<file path="config.mk">
export PLATFORM = sky130hd
export DESIGN_NAME = issue_drain_ctrl_flat
export DESIGN_NICKNAME = d
export VERILOG_FILES = /design/src/rtl/issue_drain_ctrl_if.sv /design/src/rtl/issue_drain_ctrl.sv /design/src/flat_wrapper.sv
export SDC_FILE = /design/constraint.sdc
export NUM_CORES = 1
export LEC_CHECK = 0
export CORE_AREA = 4 4 51 53
export CTS_CLUSTER_DIAMETER = 40
export CTS_CLUSTER_SIZE = 12
export DETAILED_ROUTE_END_ITERATION = 8
export DIE_AREA = 0 0 55 57
export GPL_ROUTABILITY_DRIVEN = 0
export HOLD_SLACK_MARGIN = 0.03
export PLACE_DENSITY_LB_ADDON = 0.15
export SKIP_LAST_GASP = 1
export SYNTH_ARGS = -nofsm -noshare
export SYNTH_HDL_FRONTEND = slang
export SYNTH_SLANG_ARGS = --single-unit
</file>
<file path="constraint.sdc">
create_clock -name clk -period 1.4 [get_ports clk]
set_clock_uncertainty 0.15 [all_clocks]
set_input_delay 0.28 -clock clk [delete_from_list [all_inputs] [get_ports clk]]
set_output_delay 0.28 -clock clk [all_outputs]
set_load 0.02 [all_outputs]
</file>
<file path="src/rtl/issue_drain_ctrl_if.sv">
// Issue/drain handshake bundle between the wavefront issue logic (master)
// and the drain controller (slave).
interface issue_drain_ctrl_if #(
   parameter int WFID_WIDTH = 6
);
   logic                  issue_req;
   logic                  drain_req;
   logic [WFID_WIDTH-1:0] drain_req_wfid;
   logic                  issue_grant;
   logic                  drain_done;
   logic [WFID_WIDTH-1:0] drain_done_wfid;
   logic                  drain_busy;

   // Issue logic: raises requests, consumes grants and drain status.
   modport master (
      output issue_req,
      output drain_req,
      output drain_req_wfid,
      input  issue_grant,
      input  drain_done,
      input  drain_done_wfid,
      input  drain_busy
   );

   // Drain controller: consumes requests, produces grants and drain status.
   modport slave (
      input  issue_req,
      input  drain_req,
      input  drain_req_wfid,
      output issue_grant,
      output drain_done,
      output drain_done_wfid,
      output drain_busy
   );
endinterface

</file>
<file path="src/rtl/issue_drain_ctrl.sv">
// issue_drain_ctrl: gates instruction issue against the inflight counter and
// sequences full pipeline drains (barrier / endpgm / full waitcnt).
// A draining instruction moves the FSM IDLE -> DRAIN -> DONE -> IDLE; DONE is
// reached after the inflight counter has reported empty for SETTLE_CYCLES
// consecutive cycles, and drain_done pulses for exactly that one cycle.
// Optional feature: define ISSUE_DRAIN_PERF_EN to build the saturating
// issue-stall counter behind stall_cycles; otherwise the port reads zero.
module issue_drain_ctrl #(
   parameter int WFID_WIDTH    = 6,
   parameter int SETTLE_CYCLES = 2   // legal range 1..15
) (
   input  logic                clk,
   input  logic                rst,
   input  logic                no_inflight_instr_flag,
   input  logic                max_inflight_instr_flag,
   issue_drain_ctrl_if.slave   bus,
   output logic [15:0]         stall_cycles
);

   typedef enum logic [1:0] {
      ST_IDLE  = 2'd0,
      ST_DRAIN = 2'd1,
      ST_DONE  = 2'd2
   } state_e;

   // Settle count value on which the last required empty cycle is observed.
   localparam logic [3:0] SETTLE_LAST = 4'(SETTLE_CYCLES - 1);

   state_e                state_q,      state_d;
   logic [3:0]            settle_cnt_q, settle_cnt_d;
   logic [WFID_WIDTH-1:0] wfid_q,       wfid_d;

   logic issue_grant_s;
   logic drain_done_s;
   logic drain_busy_s;

   // State, settle counter and latched wavefront ID registers.
   always_ff @(posedge clk) begin
      if (rst) begin
         state_q      <= ST_IDLE;
         settle_cnt_q <= 4'd0;
         wfid_q       <= '0;
      end else begin
         state_q      <= state_d;
         settle_cnt_q <= settle_cnt_d;
         wfid_q       <= wfid_d;
      end
   end

   // Next-state logic and issue/drain outputs decoded from the current state.
   always_comb begin
      state_d       = state_q;
      settle_cnt_d  = settle_cnt_q;
      wfid_d        = wfid_q;
      issue_grant_s = 1'b0;
      drain_done_s  = 1'b0;
      drain_busy_s  = 1'b0;
      case (state_q)
         ST_IDLE: begin
            // Normal issue is throttled only by a full inflight counter.
            issue_grant_s = bus.issue_req & ~bus.drain_req & ~max_inflight_instr_flag;
            // A bare drain_req without issue_req is not a request.
            if (bus.issue_req && bus.drain_req) begin
               state_d      = ST_DRAIN;
               settle_cnt_d = 4'd0;
               wfid_d       = bus.drain_req_wfid;
            end else begin
               state_d = ST_IDLE;
            end
         end
         ST_DRAIN: begin
            drain_busy_s = 1'b1;
            // Any non-empty cycle restarts the settle window.
            if (no_inflight_instr_flag && (settle_cnt_q == SETTLE_LAST)) begin
               state_d = ST_DONE;
            end else if (no_inflight_instr_flag) begin
               settle_cnt_d = settle_cnt_q + 4'd1;
            end else begin
               settle_cnt_d = 4'd0;
            end
         end
         ST_DONE: begin
            // The draining instruction itself issues in the DONE cycle.
            drain_busy_s  = 1'b1;
            drain_done_s  = 1'b1;
            issue_grant_s = bus.issue_req;
            state_d       = ST_IDLE;
         end
         default: begin
            state_d      = ST_IDLE;
            settle_cnt_d = 4'd0;
         end
      endcase
   end

   assign bus.issue_grant     = issue_grant_s;
   assign bus.drain_done      = drain_done_s;
   assign bus.drain_busy      = drain_busy_s;
   assign bus.drain_done_wfid = wfid_q;

`ifdef ISSUE_DRAIN_PERF_EN
   logic [15:0] stall_q, stall_d;

   // Next stall count: one per cycle with a request that was not granted, saturating.
   always_comb begin
      stall_d = stall_q;
      if (bus.issue_req && !issue_grant_s && (stall_q != 16'hFFFF)) begin
         stall_d = stall_q + 16'd1;
      end else begin
         stall_d = stall_q;
      end
   end

   // Stall counter register, cleared only by reset.
   always_ff @(posedge clk) begin
      if (rst) begin
         stall_q <= 16'd0;
      end else begin
         stall_q <= stall_d;
      end
   end

   assign stall_cycles = stall_q;
`else
   assign stall_cycles = 16'h0000;
`endif

endmodule

</file>
<file path="src/flat_wrapper.sv">
// flat-port wrapper written by rule: the top's interface ports become plain ports
module issue_drain_ctrl_flat 
#(
   parameter int WFID_WIDTH    = 6,
   parameter int SETTLE_CYCLES = 2                       
)
  (clk, rst, no_inflight_instr_flag, max_inflight_instr_flag, stall_cycles, bus_issue_req, bus_drain_req, bus_drain_req_wfid, bus_issue_grant, bus_drain_done, bus_drain_done_wfid, bus_drain_busy);
  issue_drain_ctrl_if #(.WFID_WIDTH(WFID_WIDTH)) bus_i ();
  input  logic clk;
  input  logic rst;
  input  logic no_inflight_instr_flag;
  input  logic max_inflight_instr_flag;
  output logic [15:0] stall_cycles;
  input wire logic [$bits(bus_i.issue_req)-1:0] bus_issue_req;
  input wire logic [$bits(bus_i.drain_req)-1:0] bus_drain_req;
  input wire logic [$bits(bus_i.drain_req_wfid)-1:0] bus_drain_req_wfid;
  output wire logic [$bits(bus_i.issue_grant)-1:0] bus_issue_grant;
  output wire logic [$bits(bus_i.drain_done)-1:0] bus_drain_done;
  output wire logic [$bits(bus_i.drain_done_wfid)-1:0] bus_drain_done_wfid;
  output wire logic [$bits(bus_i.drain_busy)-1:0] bus_drain_busy;
  assign bus_i.issue_req = bus_issue_req;
  assign bus_i.drain_req = bus_drain_req;
  assign bus_i.drain_req_wfid = bus_drain_req_wfid;
  assign bus_issue_grant = bus_i.issue_grant;
  assign bus_drain_done = bus_i.drain_done;
  assign bus_drain_done_wfid = bus_i.drain_done_wfid;
  assign bus_drain_busy = bus_i.drain_busy;
  issue_drain_ctrl #(.WFID_WIDTH(WFID_WIDTH), .SETTLE_CYCLES(SETTLE_CYCLES)) u_core (.clk(clk), .rst(rst), .no_inflight_instr_flag(no_inflight_instr_flag), .max_inflight_instr_flag(max_inflight_instr_flag), .bus(bus_i), .stall_cycles(stall_cycles));
endmodule
</file>
==> results of run 1 <==
-- metrics by stage --
stage / std cells / setup slack [ps] / area (um^2) / hold slack, ps / util
floorplan: 98 / -26.9 / 856 / 274 / -
global route: 157 / -265 / 1260 / 379 / 0.588
global placement: 144 / -597 / 1090 / 327 / 0.507
finish: 157 / -212 / 1260 / 348 / 0.588
CTS: 155 / -237 / 1210 / 350 / 0.564
detailed placement: 144 / -617 / 1090 / 336 / 0.507
-- final timing paths --
| path | start | depth (start not counted) | end | slack [ps] |
|---|---|---|---|---|
| worst max-delay path | u_core.state_q[1] | 5 | bus_issue_grant | -210 |
| worst min-delay path | u_core.bus.drain_done_wfid[2] | 2 | u_core.bus.drain_done_wfid[2] | 350 |
| worst max register to register | u_core.state_q[1] | 6 | u_core.settle_cnt_q[3] | -200 |
| worst min register to register | u_core.bus.drain_done_wfid[2] | 2 | u_core.bus.drain_done_wfid[2] | 350 |
-- per-layer routing --
layer  track usage  wire length [um]  part of all wire
met5             0                 0                 0
met4        0.0556                22             0.012
met3        0.0287               138             0.074
met2         0.225               979              0.53
met1         0.134               721              0.39
-- critical path, stage by stage (launching register included) --
cell and delay, ps:
dfxtp_2 330, buf_4 130, ha_4 160, a21oi_2 110
nor2b_2 60, buf_6 120
-- cell usage after synthesis --
cell type / number
a21oi_1: 3
nor3_1: 1
o22ai_1: 1
a221oi_1: 2
inv_1: 6
nand3_2: 1
nor2b_1: 1
conb_1: 1
clkbuf_1: 1
and2_1: 1
buf_4: 16
or2_2: 2
a2111o_1: 1
ha_1: 5
or3_1: 1
a211oi_1: 1
nor3b_1: 1
a21o_1: 1
nand3_1: 2
nand2_2: 1
a221o_1: 1
a32o_1: 1
o32ai_1: 2
nand4bb_1: 1
nor2_1: 7
dfxtp_1: 12
buf_2: 1
mux2i_1: 6
nand2_1: 3
-- sequential cells by signal (all words and copies together), names as in the netlist --
register and flops:
u_core.bus.drain_done_wfid 6, u_core.settle_cnt_q 4, u_core.state_q 2
-- report_power, final --
group	internal, mW	total, mW	leakage (nW)	switching, mW
clock network	0.0995	0.215	0.0138	0.116
logic	0.104	0.219	0.450	0.114
registers	0.352	0.358	0.0995	0.00637
total	0.555	0.792	0.564	0.236
-- cell families (layout without fill, tap and decap cells) --
family                     after synthesis  after routing  share of synthesized area
buffers and inverters                   24             55                      0.205
and+or+nand+nor                         22             22                      0.161
AOI/OAI and AO/OA                       13             13                      0.139
DFF                                     12             12                      0.325
muxes                                    6              6                     0.0812
adders and majority gates                5              5                     0.0846
other                                    1             16                    0.00507
-- layout make-up --
type	count	share of cell area
Multi-Input combinational cell	62	0.416
Tap cell	28	0.0278
Timing Repair Buffer	46	0.324
Inverter	6	0.0198
Sequential cell	12	0.194
Clock buffer	3	0.0178
-- cells in the final DEF, fill, tap and decap left out, drive strengths merged, types with 2 or more instances in the layout --
cell,Yosys,routed
o32ai,2,2
clkdlybuf4s50,0,10
buf,17,29
inv,6,6
clkbuf,1,6
a221oi,2,2
nand3,3,3
a21oi,3,3
mux2i,6,6
conb,1,16
nand2,4,4
or2,2,2
clkdlybuf4s15,0,2
dfxtp,12,12
nor2,7,7
dlygate4sd2,0,2
ha,5,5
-- what timing repair did --
action | 4_1_cts | 5_1_grt
setup buffers | 8 | 2
endpoints found under the setup margin | 18 | 19
resized for setup | 32 | 18
pin swaps | 4 | 6
==> impl_metrics.py, run 1 <==
metrics = {
    "logic_synthesis": {
        "netlist_area_um2": 739,
        "ys_seq_elements": 12,
        "syn_inst": 83,
        "avgSynthCellArea_um2": 8.91,
        "synth_top_cell_by_area": "dfxtp_1",
        "synth.area.top_cells": "dfxtp_1 (32%), buf_4 (16%), ha_1 (8.5%)",
        "synth_cell_types": 29,
        "synth-seq-area-share": 0.325,
        "synth_top_area_frac": 0.325,
        "ys.warnings.count": 0,
    },
    "grt": {
        "grt_max_degree": 9,
        "grt_pass1_wl_um": 2950,
        "track_usage": 0.126,
        "grt.overflow.total": 0,
        "grt_pass1_vias": 702,
        "antenna_found_initial": 0,
    },
    "setup_path": {
        "crit_required_ps": 970,
        "crit_type": "register to primary output",
        "cp_max_fo": 3,
        "worst-endpoint-arrival_ps": 1180,
        "critPathCaptureType": "primary output",
        "crit_path_start_kind": "register",
    },
    "sta": {
        "tns_ps": -1630,
        "slew_violations": 0,
        "hold_violations": 0,
        "fmax_mhz": 620,
        "worst_slack_ps": -212,
        "grt_setup_unrepaired": "yes",
        "setup_viol": 13,
        "period_needed_ps": 1610,
        "fin_crit_sh": 1.15,
    },
    "drt": {
        "dr.pass1.iters": 3,
        "wl_per_cell_um": 11.9,
        "drcViolationCount": 0,
        "drt-total-wl_um": 1860,
        "viasPerCell": 4.47,
        "vias": 702,
        "first_iter_violations": 4,
        "antenna_left": 0,
    },
    "cells_and_area": {
        "antenna_cells": 0,
        "area_delta_synth_final_pct": 70.7,
        "layout.area.seq_um2": 245,
        "drive_gt1_frac": 0.457,
        "multi_input_area_um2": 526,
        "final_nets": 148,
        "nFillCells": 193,
    },
    "clock_network": {
        "clockBufferDepth": 2,
        "cts_tree": "built",
        "clk_pin_slew_worst_paths_ps": 80,
        "cts.sinks": 12,
        "clkLatencyLatePin_ps": 270,
        "numCtsBuffers": 3,
        "clock-root-buffer": "clkbuf_4",
        "htree_levels": 1,
        "cts_hold_buf": 0,
    },
    "power_and_ir_drop": {
        "ir_drop_v": 0.000507,
        "leakagePower_nw": 0.564,
        "power.total_mw": 0.792,
        "cellPowerDensity_mw_per_mm2": 627,
    },
    "die": {
        "dieArea_mm2": 0.00314,
        "io_pins": 37,
        "die_h_um": 57,
        "fp.coreArea_mm2": 0.00215,
        "die_x_um": 55,
        "start_util": 0.344,
        "rows": 17,
    },
    "hold_path": {
        "hold_path_class": "register to register",
    },
    "placed_design": {
        "io_buffers": 20,
        "dp_hpwl_um": 1250,
    },
    "status": {
        "status": "complete, but fails checks",
        "violations": "setup timing",
    },
    "job": {
        "cap_violations": 0,
    },
}
(Power assumes the default switching activity.)
==> inputs of run 2 (changes only) <==
Settings changed: CORE_AREA 4 4 51 53 to 4 4 47 49, DIE_AREA 0 0 55 57 to 0 0 51 53.
Clock period 1.4 ns to 2.1 ns, I/O delays scaled along.
==> impl_metrics.py, run 2 (synthesis results as in run 1) <==
metrics = {
    "sta": {
        "grt_setup_unrepaired": "no",
        "setup_viol": 0,
        "slew_violations": 0,
        "hold_violations": 0,
        "fin_crit_sh": 0.962,
        "fmax_mhz": 495,
        "fin_hold_ws_ps": 345,
        "period_needed_ps": 2020,
    },
    "die": {
        "die_h_um": 53,
        "io_pins": 37,
        "die_x_um": 51,
        "start_util": 0.397,
        "fp.coreArea_mm2": 0.00186,
        "dieArea_mm2": 0.00270,
        "rows": 16,
    },
    "setup_path": {
        "cp_max_fo": 2,
        "critPathCaptureType": "primary output",
        "crit_path_cell_trace": "clkdlybuf4s50_1 > nor2_1 > a21oi_1 > nor2b_1 > dlygate4sd2_1",
        "cp_top_family": "buffers and inverters",
        "crit_path_start_kind": "primary input",
        "crit_buf_inv": 2,
        "crit_type": "primary input to primary output",
        "max_stage_delay_ps": 480,
        "crit_required_ps": 1530,
        "slowest_stage": "clkdlybuf4s50_1",
        "worst-endpoint-arrival_ps": 1450,
    },
    "placed_design": {
        "dp.cells": 132,
        "dp_hpwl_um": 1090,
        "place_area_um2": 938,
        "io_buffers": 20,
    },
    "drt": {
        "dr.pass1.iters": 1,
        "wl_per_cell_um": 9.87,
        "vias": 581,
        "antenna_left": 0,
        "drt-total-wl_um": 1340,
        "first_iter_violations": 0,
        "viasPerCell": 4.27,
        "drcViolationCount": 0,
    },
    "clock_network": {
        "clock-root-buffer": "clkbuf_4",
        "cts_tree": "built",
        "clkLatencyLatePin_ps": 270,
        "clockBufferDepth": 2,
        "htree_levels": 1,
        "numCtsBuffers": 3,
        "clk_pin_slew_worst_paths_ps": 80,
        "cts.sinks": 12,
    },
    "power_and_ir_drop": {
        "combinationalPowerShare": 0.211,
        "power.total_mw": 0.532,
        "p_int_mw": 0.389,
        "switching_power_mw": 0.143,
        "ir_drop_v": 0.000433,
        "switching_share": 0.269,
        "clkPwrFrac": 0.342,
        "seqPwrFrac": 0.447,
        "leakagePower_nw": 0.449,
        "cellPowerDensity_mw_per_mm2": 546,
    },
    "cells_and_area": {
        "final_cell_mix": "clkdlybuf4s50_1 (17), conb_1 (16), dfxtp_1 (12)",
        "post-route-util": 0.524,
        "largest_reg_flops": 6,
        "final_nets": 127,
        "nFillCells": 178,
        "layout_commonest_cell": "clkdlybuf4s50_1",
        "area_delta_synth_final_pct": 31.8,
        "stdcell_area_um2": 975,
        "antenna_cells": 0,
        "drive_gt1_frac": 0.119,
        "finalNonFillerCells": 136,
    },
    "grt": {
        "grt_pass1_wl_um": 2190,
        "grt_pass1_vias": 557,
        "grt.overflow.total": 0,
        "antenna_found_initial": 0,
        "grt_max_degree": 9,
        "track_usage": 0.108,
    },
    "status": {
        "status": "complete, no violations",
    },
    "hold_path": {
        "hold_path_class": "register to register",
    },
    "job": {
        "cap_violations": 0,
    },
}
[run 2: cell types whose count changed in the layout (fill, tap and decap cells not counted), moves of 2 or more]
| cell | previous run | this run |
|---|---|---|
| a21oi_1 | 1 | 3 |
| a21oi_2 | 2 | 0 |
| buf_4 | 21 | 5 |
| buf_6 | 7 | 0 |
| clkbuf_2 | 3 | 0 |
| clkdlybuf4s15_1 | 2 | 0 |
| clkdlybuf4s50_1 | 10 | 17 |
| dfxtp_1 | 8 | 12 |
| dfxtp_2 | 4 | 0 |
| ha_1 | 1 | 5 |
| ha_4 | 4 | 0 |
| inv_1 | 3 | 6 |
| inv_2 | 2 | 0 |
[run 2: metal layers]
layer	vias to the layer above	global-route usage	part of all wire
met2	27	0.185	0.45
met1	245	0.115	0.43
met5	-	0	0
li1	307	-	-
met3	2	0.0338	0.12
met4	0	0.0673	0.0030
[run 2: area by class of cell]
cell class,count,area [um^2],share of cell area
Multi-Input combinational cell,62,404,0.415
Sequential cell,12,240,0.246
Timing Repair Buffer,25,238,0.244
Clock buffer,4,36.3,0.0372
Tap cell,27,33.8,0.0347
Inverter,6,22.5,0.0231
[run 2: power by group through the flow]
stage               sequential (mW)  clock [mW]  combinational, mW
global route                  0.239       0.200              0.122
finish                        0.238       0.182              0.112
global placement              0.243           0              0.113
CTS                           0.238       0.191              0.113
detailed placement            0.243           0              0.113
floorplan                     0.250           0             0.0824
[run 2: final timing paths]
| kind | from | to | slack (ps) | cells past startpoint |
|---|---|---|---|---|
| worst max-delay path | bus_drain_req | bus_issue_grant | 80 | 5 |
| worst min-delay path | u_core.state_q[0] | u_core.state_q[0] | 350 | 2 |
| worst max register to register | u_core.state_q[1] | u_core.settle_cnt_q[3] | 480 | 5 |
| worst min register to register | u_core.state_q[0] | u_core.state_q[0] | 350 | 2 |
[run 2: worst min-delay path: stages (launching register included)]
cell and delay (ps):
dfxtp_1 330, nand3_1 70, a21oi_1 50
[run 2: through the flow]
step | worst slack (ps) | setup TNS, ps
after floorplan | 406 | 0
after global placement | -177 | -177
after detailed placement | -204 | -204
after CTS | 12.8 | 0
after global routing | 8.03 | 0
final | 79.9 | 0
[run 2: repair_timing]
item	4_1_cts	5_1_grt
resized for setup	2	1
buffers inserted	0	0
hold endpoints to repair	0	0
setup endpoints to repair	2	1
hold buffers	0	0
